`src/rtl/load_store_unit.sv`:
```
// RV64I load/store unit between the multicycle datapath and a 64-bit data memory.
// Aligns and extends load data, read-modify-writes sub-doubleword stores, flags bad accesses.
module load_store_unit #(
  parameter int MEM_LAT = 1
) (
  input  logic        clk,
  input  logic        reset,
  input  logic        req,
  input  logic        we,
  input  logic [2:0]  funct3,
  input  logic [63:0] addr,
  input  logic [63:0] wdata,
  output logic        busy,
  output logic        done,
  output logic        err,
  output logic [63:0] rdata,
  output logic [63:0] mem_addr,
  output logic [63:0] mem_wdata,
  output logic        mem_wr,
  input  logic [63:0] mem_rdata
);

  localparam int CNT_W = (MEM_LAT < 2) ? 1 : $clog2(MEM_LAT + 1);
  localparam logic [CNT_W-1:0] CNT_INIT = CNT_W'(MEM_LAT);
  localparam logic [CNT_W-1:0] CNT_ONE  = CNT_W'(1);

  typedef enum logic [1:0] {IDLE, RD, WR, DONE} state_t;

  state_t            state_q, state_d;
  logic [CNT_W-1:0]  cnt_q, cnt_d;
  logic              we_q, we_d;
  logic [2:0]        funct3_q, funct3_d;
  logic [2:0]        off_q, off_d;
  logic [63:0]       wdata_q, wdata_d;
  logic              done_q, done_d;
  logic              err_q, err_d;
  logic [63:0]       rdata_q, rdata_d;
  logic [63:0]       mem_addr_q, mem_addr_d;
  logic [63:0]       mem_wdata_q, mem_wdata_d;
  logic              mem_wr_q, mem_wr_d;

  // Low address bits that must be zero for a naturally aligned access of size 1<<f2.
  function automatic logic [2:0] align_mask(input logic [1:0] f2);
    logic [2:0] m;
    case (f2)
      2'b00:   m = 3'b000;
      2'b01:   m = 3'b001;
      2'b10:   m = 3'b011;
      default: m = 3'b111;
    endcase
    return m;
  endfunction

  function automatic logic access_bad(input logic w, input logic [2:0] f3, input logic [2:0] off);
    return (f3 == 3'b111) || (w && f3[2]) || ((off & align_mask(f3[1:0])) != 3'b000);
  endfunction

  function automatic logic [63:0] load_extend(input logic [63:0] dw, input logic [2:0] off,
                                              input logic [2:0] f3);
    logic signed [63:0] sh;
    logic [63:0]        ext;
    sh = dw >> {off, 3'b000};
    case (f3[1:0])
      2'b00:   ext = f3[2] ? {56'd0, sh[7:0]}  : {{56{sh[7]}}, sh[7:0]};
      2'b01:   ext = f3[2] ? {48'd0, sh[15:0]} : {{48{sh[15]}}, sh[15:0]};
      2'b10:   ext = f3[2] ? {32'd0, sh[31:0]} : {{32{sh[31]}}, sh[31:0]};
      default: ext = sh;
    endcase
    return ext;
  endfunction

  function automatic logic [63:0] byte_merge(input logic [63:0] dw, input logic [63:0] wd,
                                             input logic [2:0] off, input logic [1:0] f2);
    logic [63:0] sh;
    logic [7:0]  bm;
    logic [63:0] m;
    sh = wd << {off, 3'b000};
    case (f2)
      2'b00:   bm = 8'h01;
      2'b01:   bm = 8'h03;
      2'b10:   bm = 8'h0F;
      default: bm = 8'hFF;
    endcase
    bm = bm << off;
    for (int i = 0; i < 8; i++) begin
      m[i*8 +: 8] = bm[i] ? sh[i*8 +: 8] : dw[i*8 +: 8];
    end
    return m;
  endfunction

  always_comb begin
    state_d     = state_q;
    cnt_d       = cnt_q;
    we_d        = we_q;
    funct3_d    = funct3_q;
    off_d       = off_q;
    wdata_d     = wdata_q;
    done_d      = 1'b0;
    err_d       = err_q;
    rdata_d     = rdata_q;
    mem_addr_d  = mem_addr_q;
    mem_wdata_d = mem_wdata_q;
    mem_wr_d    = 1'b0;
    case (state_q)
      IDLE: begin
        if (req) begin
          we_d       = we;
          funct3_d   = funct3;
          off_d      = addr[2:0];
          wdata_d    = wdata;
          mem_addr_d = {addr[63:3], 3'b000};
          err_d      = access_bad(we, funct3, addr[2:0]);
          if (access_bad(we, funct3, addr[2:0])) begin
            state_d = DONE;
            done_d  = 1'b1;
          end else if (we && (funct3[1:0] == 2'b11)) begin
            // Full-doubleword store needs no read; write straight away.
            state_d     = WR;
            mem_wdata_d = wdata;
            mem_wr_d    = 1'b1;
          end else begin
            state_d = RD;
            cnt_d   = CNT_INIT;
          end
        end
      end
      RD: begin
        if (cnt_q == CNT_ONE) begin
          if (we_q) begin
            state_d     = WR;
            mem_wdata_d = byte_merge(mem_rdata, wdata_q, off_q, funct3_q[1:0]);
            mem_wr_d    = 1'b1;
          end else begin
            state_d = DONE;
            rdata_d = load_extend(mem_rdata, off_q, funct3_q);
            done_d  = 1'b1;
          end
        end else begin
          cnt_d = cnt_q - CNT_ONE;
        end
      end
      WR: begin
        state_d = DONE;
        done_d  = 1'b1;
      end
      DONE: begin
        state_d = IDLE;
        err_d   = 1'b0;
      end
      default: state_d = IDLE;
    endcase
  end

  always_ff @(posedge clk) begin
    if (reset) begin
      state_q     <= IDLE;
      cnt_q       <= '0;
      done_q      <= 1'b0;
      err_q       <= 1'b0;
      rdata_q     <= '0;
      mem_addr_q  <= '0;
      mem_wdata_q <= '0;
      mem_wr_q    <= 1'b0;
    end else begin
      state_q     <= state_d;
      cnt_q       <= cnt_d;
      done_q      <= done_d;
      err_q       <= err_d;
      rdata_q     <= rdata_d;
      mem_addr_q  <= mem_addr_d;
      mem_wdata_q <= mem_wdata_d;
      mem_wr_q    <= mem_wr_d;
    end
  end

  // Request operands are only meaningful once accepted, so they carry no reset.
  always_ff @(posedge clk) begin
    we_q     <= we_d;
    funct3_q <= funct3_d;
    off_q    <= off_d;
    wdata_q  <= wdata_d;
  end

  assign busy      = (state_q != IDLE);
  assign done      = done_q;
  assign err       = err_q;
  assign rdata     = rdata_q;
  assign mem_addr  = mem_addr_q;
  assign mem_wdata = mem_wdata_q;
  assign mem_wr    = mem_wr_q;

endmodule

```
`config.mk`:
```
export PLATFORM = sky130hd
export DESIGN_NAME = load_store_unit
export DESIGN_NICKNAME = d
export VERILOG_FILES = /design/src/rtl/load_store_unit.sv
export SDC_FILE = /design/constraint.sdc
export NUM_CORES = 1
export LEC_CHECK = 0
export CAP_MARGIN = 20
export CORE_ASPECT_RATIO = 1.75
export CORE_MARGIN = 2
export CORE_UTILIZATION = 52
export DETAILED_ROUTE_END_ITERATION = 12
export HOLD_SLACK_MARGIN = 0.08
export PLACE_DENSITY = 0.86
export SYNTH_ARGS = -nofsm -noshare
export SYNTH_HDL_FRONTEND = slang
export SYNTH_SLANG_ARGS = --single-unit
```
`constraint.sdc`:
```
create_clock -name clk -period 6.8 [get_ports clk]
set_input_delay 0.68 -clock clk [delete_from_list [all_inputs] [get_ports clk]]
set_output_delay 0.68 -clock clk [all_outputs]
set_load 0.005 [all_outputs]
```
==> metrics.yaml, run 1 <==
power:
  leakage_nw: 6.325
  pwr-share-comb: 0.356
  seq_power_share: 0.371
  p_per_area_nw_per_um2: 292.9
  clkPwrFrac: 0.273
  internal-power_mw: 3.490
  peakVddDrop_uv: 257.9
  power.switching_mw: 1.926
  sw_frac_of_total: 0.3557
routing:
  detail-route-antenna-nets: 0
  route.detailed.drc: 0
  first_pass_iters: 8
  drt_iter0_markers: 1526
  post_drt_wl_per_cell_um: 25.28
  dr_total_vias: 13330
  routed_wl_mm: 53.67
  via_per_inst: 6.280
cells_and_area:
  area_delta_synth_final_pct: 33.93
  final_util: 0.7097
  drive_above_1_share: 0.09162
  fin_nets: 1985
  stdcell_count: 2123
cts:
  hold_buffers: 0
  post-cts-setup-buffers: 0
  worst_skew_pair.late_latency_ns: 0.57
  cts-buffers-inserted: 25
  cts_sinks: 266
  cts_tree: "built"
  htree_levels: 1
  clkTransAtPathRegs_ns: 0.07
  cts-resized-gates: 0
  cts_buffer_depth: 3
  cts_root_buf: "clkbuf_16"
synthesis:
  synth_cell_types: 68
  synth_area_sq_um: 13810
  synth-main-ff-cell: "dfxtp_1"
  synth_common_cells: "nand2_1 (266), dfxtp_1 (195), nor2_1 (154), a21oi_1 (112), a211oi_1 (90)"
  synth_area_leaders: "dfxtp_1 (28%), edfxtp_1 (15%), nand2_1 (7.2%)"
  synthArstFlopShare: 0
  synth_seq_cells: 266
  synth_top_cell_by_area: "dfxtp_1"
  yosys_warnings: 0
  seq_area_frac_synth: 0.4371
  synth_top_area_frac: 0.2827
  synth_edf_count: 71
  synthCells: 1473
  yosysMostFrequentCell: "nand2_1"
  avgSynthCellArea_sq_um: 9.374
sta:
  fin_hold_ws_ns: 0.4518
  maxSlewViolCount: 0
  setup_violations: 0
  final.setup.tns_ns: 0
  fin_crit_sh: 0.5670
  worstMarginPinSlew_ns: 1.288
  finalHoldViolations: 0
  finalClockSkew_ns: 0.04651
  relSlewSlack: 0.1411
  fmax_mhz: 259.4
  rsz0062_at_grt: "no"
  period_minus_slack_ns: 3.856
setup_path:
  r2r_cells: 7
  reg2reg_slack_ns: 2.94
  cp-start-kind: "register"
  worstSetupEndpointType: "register"
  crit_top_cell: "buf_4"
  worstReg2RegEnd: "mem_wdata[55]"
  worstPathArrival_ns: 4.23
  critPathKind: "reg2reg"
  slowest_stage: "nor2b_1"
  startpoint: "off_q[1]"
  reg2reg_from: "off_q[1]"
  worstPathRequired_ns: 7.17
  cp_top_family: "buffers and inverters"
  worstPathMaxFanout: 72
  crit_buf_inv: 2
  cp_slowest_stage_delay_ns: 0.83
  cp_cell_sequence: "buf_4 > buf_4 > nor2b_1 > a22oi_1 > o21a_1 > a21boi_0 > o41ai_1"
place:
  place_hpwl_mm: 39.05
  gp_congestion: 1.005
  placedCellCount: 2074
  portBuffers: 391
grt:
  grt_pass1_wl_mm: 79.20
  antenna_found_initial: 3
  grtUsageTotal: 0.3738
  grt_max_degree: 152
  grt_remaining_overflow: 0
  grt_pass1_vias: 13130
die:
  start_util: 0.5299
  row_count: 78
  pin_count: 395
  core_area_sq_um: 26060
  die_y_um: 219.6
  die_area_sq_um: 27920
  die_x_um: 127.2
run_status:
  status: "completed"
job:
  drv_cap: 0
min_path:
  hold_path_class: "reg2reg"
  holdPathStages: 2
  hold_end: "mem_addr[20]"
  hp-start: "mem_addr[20]"
## cell type report
| cell class | instances | area (sq um) |
|---|---|---|
| well taps | 320 | 400.4 |
| inverters | 10 | 40.04 |
| clock inverters | 9 | 76.32 |
| fillers | 1993 | 7564 |
| flip-flops and latches | 266 | 6036 |
| diodes | 2 | 5.005 |
| multi-input cells | 1068 | 7086 |
| clock buffers | 37 | 775.7 |
| repair buffers | 411 | 4075 |
## state kept, by name, summed over array words and instances, names as in the netlist
name / count
cnt_q: 1
done: 1
err: 1
funct3_q: 3
mem_addr: 61
mem_wdata: 64
mem_wr: 1
off_q: 3
rdata: 64
state_q: 2
wdata_q: 64
we_q: 1
## power by group through the flow
stage	Combinational [mW]	Clock, mW	Sequential (mW)
after global placement	1.84	0	2.02
after global routing	2.05	1.55	2.02
after CTS	1.89	1.49	2.00
after floorplan	1.18	0	2.00
after detailed placement	1.88	0	2.03
final	1.93	1.48	2.01
## metrics by stage
stage	setup slack, ns	area (sq um)	power, mW
global route	2.932	18490	5.623
finish	2.944	18490	5.416
CTS	3.059	18480	5.381
detailed placement	3.104	17630	3.912
global placement	3.142	17630	3.869
floorplan	3.189	13820	3.179
## kinds of logic after synthesis
| kind of cell | count (synthesis) | share of synthesized area |
|---|---|---|
| fa+ha+maj | 4 | 0.003625 |
| compound gates | 376 | 0.1897 |
| buf+inv | 141 | 0.05210 |
| mux | 155 | 0.1505 |
| flops | 266 | 0.4371 |
| other cells | 1 | 0.0002716 |
| simple gates | 530 | 0.1666 |
## layer usage
metal,vias to the layer above,wire length [um],GRT usage
met5,-,0,0
met4,0,4689,0.2897
met3,205,4784,0.07453
met2,844,25920,0.6290
met1,6281,18270,0.4118
li1,6003,-,-
## tightest hold or removal path: cells and delay by family (launching register included)
family	cells	cell delay, ns
flops	1	0.31
simple gates	1	0.05
compound gates	1	0.05
## how the worst max path moves through the flow
stage                               end  slack (ns)  depth (start not counted)
after floorplan             funct3_q[0]        3.19                          6
after detailed placement  mem_wdata[55]        3.10                          7
after global routing      mem_wdata[55]        2.93                          7
after CTS                 mem_wdata[55]        3.06                          7
after global placement    mem_wdata[55]        3.14                          7
final                     mem_wdata[55]        2.94                          7
## layout by cell type (no fill, tap or decap), drive strengths merged, types with 8 or more instances in the layout
cell type / n
mux2: 41
a21boi: 10
a31oi: 9
edfxtp: 71
nand3: 8
a22oi: 17
nor2: 156
mux2i: 76
o2bb2ai: 9
o21ai: 18
nand2b: 17
clkdlybuf4s50: 390
a311oi: 9
dfxtp: 195
a211oi: 93
a2111oi: 8
o41ai: 14
nor3: 39
o211ai: 18
a221oi: 16
o21a: 11
inv: 12
nor2b: 11
nand2: 266
buf: 21
clkbuf: 37
mux4: 38
nand3b: 14
a21oi: 113
Power figures use the tool's default switching activity.
==> inputs of run 2 (changes only) <==
--- a/config.mk
+++ b/config.mk
@@ -8,10 +8,10 @@
 export CAP_MARGIN = 20
 export CORE_ASPECT_RATIO = 1.75
 export CORE_MARGIN = 2
-export CORE_UTILIZATION = 52
+export CORE_UTILIZATION = 44
 export DETAILED_ROUTE_END_ITERATION = 12
 export HOLD_SLACK_MARGIN = 0.08
-export PLACE_DENSITY = 0.86
+export PLACE_DENSITY = 0.78
 export SYNTH_ARGS = -nofsm -noshare
 export SYNTH_HDL_FRONTEND = slang
 export SYNTH_SLANG_ARGS = --single-unit
==> constraint.sdc (replaced) <==
create_clock -name clk -period 3.2 [get_ports clk]
set_input_delay 0.32 -clock clk [delete_from_list [all_inputs] [get_ports clk]]
set_output_delay 0.32 -clock clk [all_outputs]
set_load 0.005 [all_outputs]
==> metrics.yaml, run 2 (synthesis gave the netlist of run 1 again) <==
run_status:
  status: "completed"
setup_path:
  worstPathMaxFanout: 31  # -57%
  cp-start-kind: "register"
  worstPathArrival_ns: 3.14  # -1.09 ns
  worstPathRequired_ns: 3.64  # -3.53 ns
  critPathKind: "reg2reg"
  worstSetupEndpointType: "register"
routing:
  route.detailed.drc: 0  # unchanged
  post_drt_wl_per_cell_um: 24.50  # -3.1%
  first_pass_iters: 5  # -3
  routed_wl_mm: 54.95  # +2.4%
  via_per_inst: 5.966  # -5.0%
  detail-route-antenna-nets: 0  # unchanged
  drt_iter0_markers: 983  # -36%
  dr_total_vias: 13380  # +0.36%
cts:
  hold_buffers: 0  # unchanged
  cts-resized-gates: 0  # unchanged
  cts_buffer_depth: 3  # unchanged
  cts_tree: "built"
  cts_sinks: 266  # unchanged
  htree_levels: 1  # unchanged
  cts-buffers-inserted: 25  # unchanged
  cts_root_buf: "clkbuf_16"
  clkTransAtPathRegs_ns: 0.06  # about the same
  post-cts-setup-buffers: 0  # unchanged
  worst_skew_pair.late_latency_ns: 0.55  # -0.02 ns
power:
  internal-power_mw: 7.440  # +110%
  seq_power_share: 0.371  # about the same
  leakage_nw: 6.543  # +3.4%
  sw_frac_of_total: 0.3555  # about the same
  clkPwrFrac: 0.255  # -0.018
  peakVddDrop_uv: 441.4  # +71%
  pwr-share-comb: 0.374  # +0.018
  power.switching_mw: 4.103  # +110%
  p_per_area_nw_per_um2: 608.9  # +110%
  p_total_mw: 11.54  # +110%
sta:
  setup_violations: 0  # unchanged
  fin_crit_sh: 0.8419  # +0.2750
  fmax_mhz: 371.2  # +43%
  finalHoldViolations: 0  # unchanged
  setup_ws_ns: 0.5058  # -2.439 ns
  maxSlewViolCount: 0  # unchanged
  fin_hold_ws_ns: 0.2611  # -0.1907 ns
  relSlewSlack: 0.3091  # +0.1680
  finalClockSkew_ns: 0.01814  # -0.02837 ns
  rsz0062_at_grt: "no"
  final.setup.tns_ns: 0  # unchanged
  period_minus_slack_ns: 2.694  # -1.161 ns
  worstMarginPinSlew_ns: 1.034  # -0.2543 ns
grt:
  grt_pass1_wl_mm: 80.76  # +2.0%
  grtUsageMet2: 0.5597  # -0.06933
  grt_max_degree: 82  # -46%
  grt_pass1_vias: 13250  # +0.93%
  grtUsageMet3: 0.05757  # -0.01696
  antenna_found_initial: 9  # +6
  grt_busiest_layer: "met2"
  grtUsageTotal: 0.3289  # -0.04494
  grt_remaining_overflow: 0  # unchanged
  grt_util_met1: 0.3627  # -0.04904
cells_and_area:
  fillerInstances: 2634  # +32%
  fin_nets: 2029  # +2.2%
  area_delta_synth_final_pct: 37.30
  design_area_sq_um: 18960  # +2.5%
  final_util: 0.6147  # -0.09505
  mostFrequentLayoutCells: "clkdlybuf4s50_1 (390), nand2_1 (265), dfxtp_1 (195)"
  drive_above_1_share: 0.1129  # +0.02124
  stdcell_count: 2243  # +5.7%
  final_common_cell: "clkdlybuf4s50_1"
die:
  start_util: 0.4477  # -0.08221
  die_x_um: 137.9  # +8.4%
  die_y_um: 238.4  # +8.6%
  die_area_sq_um: 32870  # +18%
  pin_count: 395  # unchanged
  core_area_sq_um: 30840  # +18%
  row_count: 85  # +9.0%
min_path:
  hold_path_class: "in2reg"
place:
  place_hpwl_mm: 42.01  # +7.6%
  placed_cell_area_sq_um: 18150  # +2.9%
  gp_congestion: 0.9547  # -5.0%
  placedCellCount: 2190  # +5.6%
  portBuffers: 391  # unchanged
  post-place-ws_ns: 0.3961  # -2.708 ns
job:
  drv_cap: 0  # unchanged
-- run 2: per-layer routing --
layer,up-vias,routed length (um)
met5,-,0
li1,6099,-
met3,190,4283
met4,0,4341
met1,6337,18970
met2,755,27360
-- run 2: worst max-delay path: stages (launching register included) --
cell      delay (ns)
dfxtp_1         0.39
inv_1           0.08
ha_1            0.32
nand2_2         0.14
a21oi_1         0.09
a21oi_4         0.83
buf_4           0.39
a21oi_1         0.07
a211oi_1        0.26
-- run 2: worst paths after layout --
kind	start	to	slack, ns	depth (start not counted)
min	reset	mem_wdata[0]	0.26	2
max reg2reg	state_q[0]	mem_wdata[41]	0.51	8
max	state_q[0]	mem_wdata[41]	0.51	8
min reg2reg	mem_addr[16]	mem_addr[16]	0.45	2
-- run 2: power groups by stage --
stage	combinational [mW]	clock (mW)	sequential [mW]
6_report	4.32	2.95	4.28
3_5_place_dp	4.26	0	4.33
3_3_place_gp	4.23	0	4.32
2_1_floorplan	2.51	0	4.24
5_1_grt	4.62	3.09	4.31
4_1_cts	4.28	2.98	4.26
-- run 2: cell type report --
cell class / count / area (sq um) / share of cell area
Multi-Input combinational cell: 1068 / 7086 / 0.3737
Sequential cell: 266 / 6036 / 0.3184
Timing Repair Buffer: 455 / 4496 / 0.2371
Clock buffer: 39 / 759.5 / 0.04006
Tap cell: 391 / 489.2 / 0.02581
Inverter: 10 / 40.04 / 0.002112
Clock inverter: 5 / 30.03 / 0.001584
Antenna cell: 9 / 22.52 / 0.001188
==> inputs of run 3 (changes only) <==
==> constraint.sdc (replaced) <==
create_clock -name clk -period 2.3 [get_ports clk]
set_input_delay 0.23 -clock clk [delete_from_list [all_inputs] [get_ports clk]]
set_output_delay 0.23 -clock clk [all_outputs]
set_load 0.005 [all_outputs]
==> metrics.yaml, run 3 (synthesis gave the netlist of run 1 again) <==
routing:
  first_pass_iters: 7  # +2
  dr_total_vias: 14240  # +6.4%
  routed_wl_mm: 58.99  # +7.4%
  drt_iter0_markers: 982  # -0.10%
  detail-route-antenna-nets: 0  # unchanged
  via_per_inst: 6.022  # +0.95%
  route.detailed.drc: 0  # unchanged
  post_drt_wl_per_cell_um: 24.96  # +1.9%
sta:
  fin_hold_ws_ns: 0.1868  # -0.07432 ns
  period_minus_slack_ns: 2.280  # -0.4142 ns
  relSlewSlack: 0.5740  # +0.2649
  fin_crit_sh: 0.9913  # +0.1494
  maxSlewViolCount: 0  # unchanged
  setup_violations: 0  # unchanged
  finalHoldViolations: 0  # unchanged
  rsz0062_at_grt: "yes"
  finalClockSkew_ns: 0.01233  # -0.005811 ns
  final.setup.tns_ns: 0  # unchanged
  setup_ws_ns: 0.02001  # -0.4858 ns
  fmax_mhz: 438.6  # +18%
  worstMarginPinSlew_ns: 0.6390  # -0.3950 ns
cells_and_area:
  drive_above_1_share: 0.1799  # +0.06702
  final_common_cell: "clkdlybuf4s50_1"
  design_area_sq_um: 20440  # +7.8%
  fillerInstances: 2458  # -6.7%
  multiInputGateArea_sq_um: 7234  # +2.1%
  seq_area_sq_um: 6038  # about the same
  area_delta_synth_final_pct: 48.01
  mostFrequentLayoutCells: "clkdlybuf4s50_1 (390), nand2_1 (265), dfxtp_1 (193)"
  fin_nets: 2151  # +6.0%
setup_path:
  cp_cell_sequence: "buf_12 > buf_16 > mux4_2 > nand2_1 > a21oi_1 > a2111oi_2 > nor3_1"
  worstPathRequired_ns: 2.74  # -0.90 ns
  cp-start-kind: "register"
  slowest_stage: "mux4_2"
  worstSetupEndpointType: "register"
  worstPathMaxFanout: 25  # -19%
  critPathKind: "reg2reg"
  cp_slowest_stage_delay_ns: 0.57  # -0.26 ns
  worstPathArrival_ns: 2.72  # -0.42 ns
grt:
  grt_max_degree: 64  # -22%
  antenna_found_initial: 5  # -4
  grt_remaining_overflow: 0  # unchanged
  grt_pass1_vias: 14190  # +7.1%
  grt_pass1_wl_mm: 84.84  # +5.1%
  grtUsageTotal: 0.3476  # +0.01871
cts:
  htree_levels: 1  # unchanged
  cts_tree: "built"
  cts-buffers-inserted: 26  # +4.0%
  worst_skew_pair.late_latency_ns: 0.56  # about the same
  cts_buffer_depth: 3  # unchanged
  clkTransAtPathRegs_ns: 0.07  # about the same
  cts_root_buf: "clkbuf_16"
  cts_sinks: 266  # unchanged
run_status:
  status: "completed"
die:
  core_area_sq_um: 30840  # unchanged
  row_count: 85  # unchanged
  die_x_um: 137.9  # unchanged
  die_y_um: 238.4  # unchanged
  start_util: 0.4477  # unchanged
  die_area_sq_um: 32870  # unchanged
  pin_count: 395  # unchanged
place:
  place_hpwl_mm: 45.29  # +7.8%
  placed_cell_area_sq_um: 19160  # +5.6%
  portBuffers: 391  # unchanged
  gp_congestion: 0.9743  # +2.1%
  post-place-ws_ns: -0.3136  # -0.7097 ns
power:
  p_per_area_nw_per_um2: 850.1  # +40%
  p_total_mw: 17.37  # +51%
  peakVddDrop_uv: 649.5  # +47%
  leakage_nw: 7.336  # +12%
job:
  drv_cap: 0  # unchanged
min_path:
  hold_path_class: "in2reg"
[run 3: cell count changes in the layout (fill, tap and decap cells not counted), sizes merged]
cell,change
clkinv,+3
diode,-4
buf,+117
bufinv,+3
clkbuf,+1
inv,+1
[run 3: critical path, delay by kind of cell, from the launching register on]
family | cells | cell delay, ns
compound gates | 2 | 0.44
buf+inv | 2 | 0.44
flops | 1 | 0.43
mux | 1 | 0.57
simple gates | 2 | 0.23
[run 3: layout make-up]
cell class              count  share of cell area
clock buffers              36             0.03692
inverters                  10            0.001959
well taps                 391             0.02394
multi-input cells        1068              0.3540
flip-flops and latches    266              0.2955
repair buffers            576              0.2797
diodes                      5           0.0006122
clock inverters            12            0.007408
[run 3: worst paths after layout]
check / to / slack, ns / depth (start not counted) / startpoint
worst max-delay path: mem_wdata[57] / 0.02 / 7 / off_q[0]
worst min-delay path: rdata[21] / 0.19 / 2 / reset
worst max register to register: mem_wdata[57] / 0.02 / 7 / off_q[0]
worst min register to register: mem_addr[5] / 0.45 / 2 / mem_addr[5]
[run 3: routing by layer]
layer,wire [um],track usage,up-vias
li1,-,-,6354
met1,19140,0.3670,6780
met2,28960,0.5842,848
met3,5144,0.07266,255
met4,5746,0.2839,0
met5,0,0,-
[run 3: stage by stage]
stage               cells    util
global placement     2302  0.6213
CTS                  2350  0.6521
floorplan            1475       -
detailed placement   2302  0.6213
finish               2364  0.6626
global route         2364  0.6626
[run 3: power breakdown]
group	internal (mW)	total, mW	switching (mW)
Clock	2.65	4.60	1.96
Sequential	5.48	5.93	0.443
Combinational	3.17	6.84	3.67
[run 3: timing repair]
item	in CTS	in global routing
gates resized for setup	11	35
endpoints found under the setup margin	22	58
buffers inserted	0	4
hold buffers	0	0
pin swaps	0	7
cloned	0	5
==> RTL edit, RTL diff (settings of run 3) <==
Take the reset off `rdata_q`, `mem_addr_q` and `mem_wdata_q` and load them in a clocked block of their own.
--- a/src/rtl/load_store_unit.sv
+++ b/src/rtl/load_store_unit.sv
@@ -158,7 +158,4 @@
       done_q      <= 1'b0;
       err_q       <= 1'b0;
-      rdata_q     <= '0;
-      mem_addr_q  <= '0;
-      mem_wdata_q <= '0;
       mem_wr_q    <= 1'b0;
     end else begin
@@ -167,9 +164,12 @@
       done_q      <= done_d;
       err_q       <= err_d;
-      rdata_q     <= rdata_d;
-      mem_addr_q  <= mem_addr_d;
-      mem_wdata_q <= mem_wdata_d;
       mem_wr_q    <= mem_wr_d;
     end
+  end
+
+  always_ff @(posedge clk) begin
+    rdata_q     <= rdata_d;
+    mem_addr_q  <= mem_addr_d;
+    mem_wdata_q <= mem_wdata_d;
   end
 
Behaviour: not the same (Yosys sat finds a counterexample within 4 cycles, from zero or initial values and one cycle with reset high).
==> RTL edit against run 3 <==
Worst hold slack improved by 36 ps. Routed wire length shrank 21%. Count of clock-buffer cells in the layout is 10 lower. Non-clock buffer count down 78. Utilization is 1.2 points lower. Sequential cell count stayed put. Critical path depth increased by 1. Sequential share of layout area rose by 12 points. Synthesized area decreased by 4.8%. Power grew 5.7%. Cell area decreased by 6.4%. Sequential power is 22% higher. Setup slack got worse by 1.9 ps. Critical endpoint is now rdata[51]$_DFFE_PP_.
==> RTL edit: results (changes against run 3) <==
| Metric | Value |
|---|---|
| Worst-path clk slew | 70 ps (about the same) |
| R2R Setup Slk | between 15 and 20 ps |
| VDD IR max | 0.000725 V (+12%) |
| Initial antenna violation count | 3 (-2) |
| Port Buffers | 391 (unchanged) |
| Layout cell share with drive strength beyond 1 | 0.147 (-0.0327) |
| Routed len/inst | 24.1 um (-3.5%) |
| Placed cell count | 1,884 (-18%) |
| Reg2reg start | off_q[1]$_DFFE_PP_ |
| Min-Delay Path Class | in2reg |
| Yosys cell types | 59 (-13%) |
| Clock Tree Root | clkbuf_16 |
| Number of global-route vias before repair | 11,000 (-22%) |
| CP Max Fanout | 14 (-44%) |
| Commonest cells in the netlist | edfxtp_1 (260), nand2_1 (142), mux2i_1 (104) |
| Max Root-Sink Buffers | 3 (unchanged) |
| Initial DRT Pass Iterations | 5 (-2) |
| Drt via density | 5.63 (-6.6%) |
| Min-delay src | addr[38] |
| Area after DPL | 0.0182 mm^2 (-5.1%) |
| Pre-CTS setup slack | -289 ps (+24.8 ps) |
| Max_slew headroom | 0.430 (-0.144) |
| Worst path slowest cell | nor4_1 |
| Final WL | 46,600 um (-21%) |
| First-pass GRT wire length | 67,400 um (-21%) |
| Synth top area cells | edfxtp_1 (59%), mux2i_1 (7.9%), mux2_2 (4.6%) |
| Total track usage | 0.290 (-0.0575) |
| Clock buffer count from CTS | 25 (-3.8%) |
| Register area share after synthesis | 0.603 (+0.166) |
| Estimated wirelength of the detail-placed design | 36,700 um (-19%) |
| Largest net degree at the start of global routing | 79 (+23%) |
| Async SR Flop Fraction | 0 (unchanged) |
| Status | completed |
| Leak | 7.08 nW (-3.4%) |
| Detailed Route Iter0 Violations | 838 (-15%) |
| Worst Hold Path Cells | 1 (-1) |
| CTS H-tree depth | 1 (unchanged) |
| Top_reg_cell synth | edfxtp_1 |
| YS warnings | 0 (unchanged) |
| Worst Hold Path EP | mem_addr[38]$_DFFE_PP_ |
| EDFF count, synth | 260 (+270%) |
| Fillers | 2,292 (-6.8%) |
| Routability cong. | 0.945 (-3.0%) |
| Worst path max stage delay | 570 ps (about the same) |
| FF-to-FF path depth | 8 (+1) |
| Worst hold slack | 223 ps (+36.2 ps) |
| Final net count | 1,734 (-19%) |
| Worst setup EP type | flip-flop |
| Syn Inst Count | 1,084 (-26%) |
| Critical Path AT | 2610 ps (-110 ps) |
| Clock Skews | 21.4 ps (+9.05 ps) |
| Worst-Skew Late Latency | 560 ps (about the same) |
| R2r endpoint | rdata[51]$_DFFE_PP_ |
[RTL edit: cell types whose count changed in the layout (fill, tap and decap cells not counted), sizes merged, moves of 17 or more]
cell    before  now
nand2      266  142
a211oi      93   25
mux2i       76  104
buf        182  107
nor2       156   84
mux4        38    1
a22oi       17    0
nor3        39   15
o21ai       18   72
edfxtp      71  260
dfxtp      195    6
a21oi      113   77
[RTL edit: layout make-up]
cell class / instances / area (um^2) / area share
well taps: 382 / 478 / 0.0250
clock buffers: 26 / 629 / 0.0329
diodes: 4 / 10.0 / 0.000523
repair buffers: 498 / 4950 / 0.259
flip-flops and latches: 266 / 7930 / 0.415
inverters: 17 / 63.8 / 0.00334
multi-input cells: 723 / 4840 / 0.253
clock inverters: 19 / 229 / 0.0120
[RTL edit: layer usage]
layer | vias to the layer above | GRT usage | routed length (um) | part of all wire
li1 | 4991 | - | - | -
met1 | 5186 | 0.321 | 16200 | 0.35
met2 | 579 | 0.515 | 24200 | 0.52
met3 | 132 | 0.0512 | 3390 | 0.073
met4 | 0 | 0.172 | 2840 | 0.061
met5 | - | 0 | 0 | 0
[RTL edit: cells by family after synthesis]
group           Yosys count  synth area share
buf+inv                  97            0.0364
simple gates            290            0.0946
fa+ha+maj                 4           0.00381
flops                   266             0.603
compound gates          267             0.134
mux                     159             0.127
other cells               1          0.000285
[RTL edit: report_power, final]
part	internal, mW	switching (mW)	total [mW]
Combinational	3.12	3.61	6.72
Clock	2.55	1.87	4.42
Sequential	6.75	0.473	7.22
[RTL edit: worst max-delay path, delay by kind of cell, from the launching register on]
kind | cells | cell delay (ps)
buffers and inverters | 3 | 560
muxes | 1 | 160
and+or+nand+nor | 3 | 830
AOI/OAI and AO/OA | 1 | 70
DFF | 1 | 430
[RTL edit: timing repair]
item,CTS,global route
gates resized for setup,7,7
endpoints found under the setup margin,54,69
setup buffers,0,2
pin swaps,0,1
endpoints found under the hold margin,0,0
[RTL edit: worst max-delay path by stage]
stage,start,to,slack [ps]
floorplan,state_q[1]$_SDFFE_PP0P_,mem_wdata[0]$_DFFE_PP_,-830
global placement,mem_rdata[7],rdata[24]$_DFFE_PP_,-130
detailed placement,mem_rdata[7],rdata[29]$_DFFE_PP_,-290
CTS,state_q[0]$_SDFFE_PP0P_,busy,2
global route,off_q[1]$_DFFE_PP_,rdata[62]$_DFFE_PP_,-10
finish,off_q[1]$_DFFE_PP_,rdata[51]$_DFFE_PP_,20
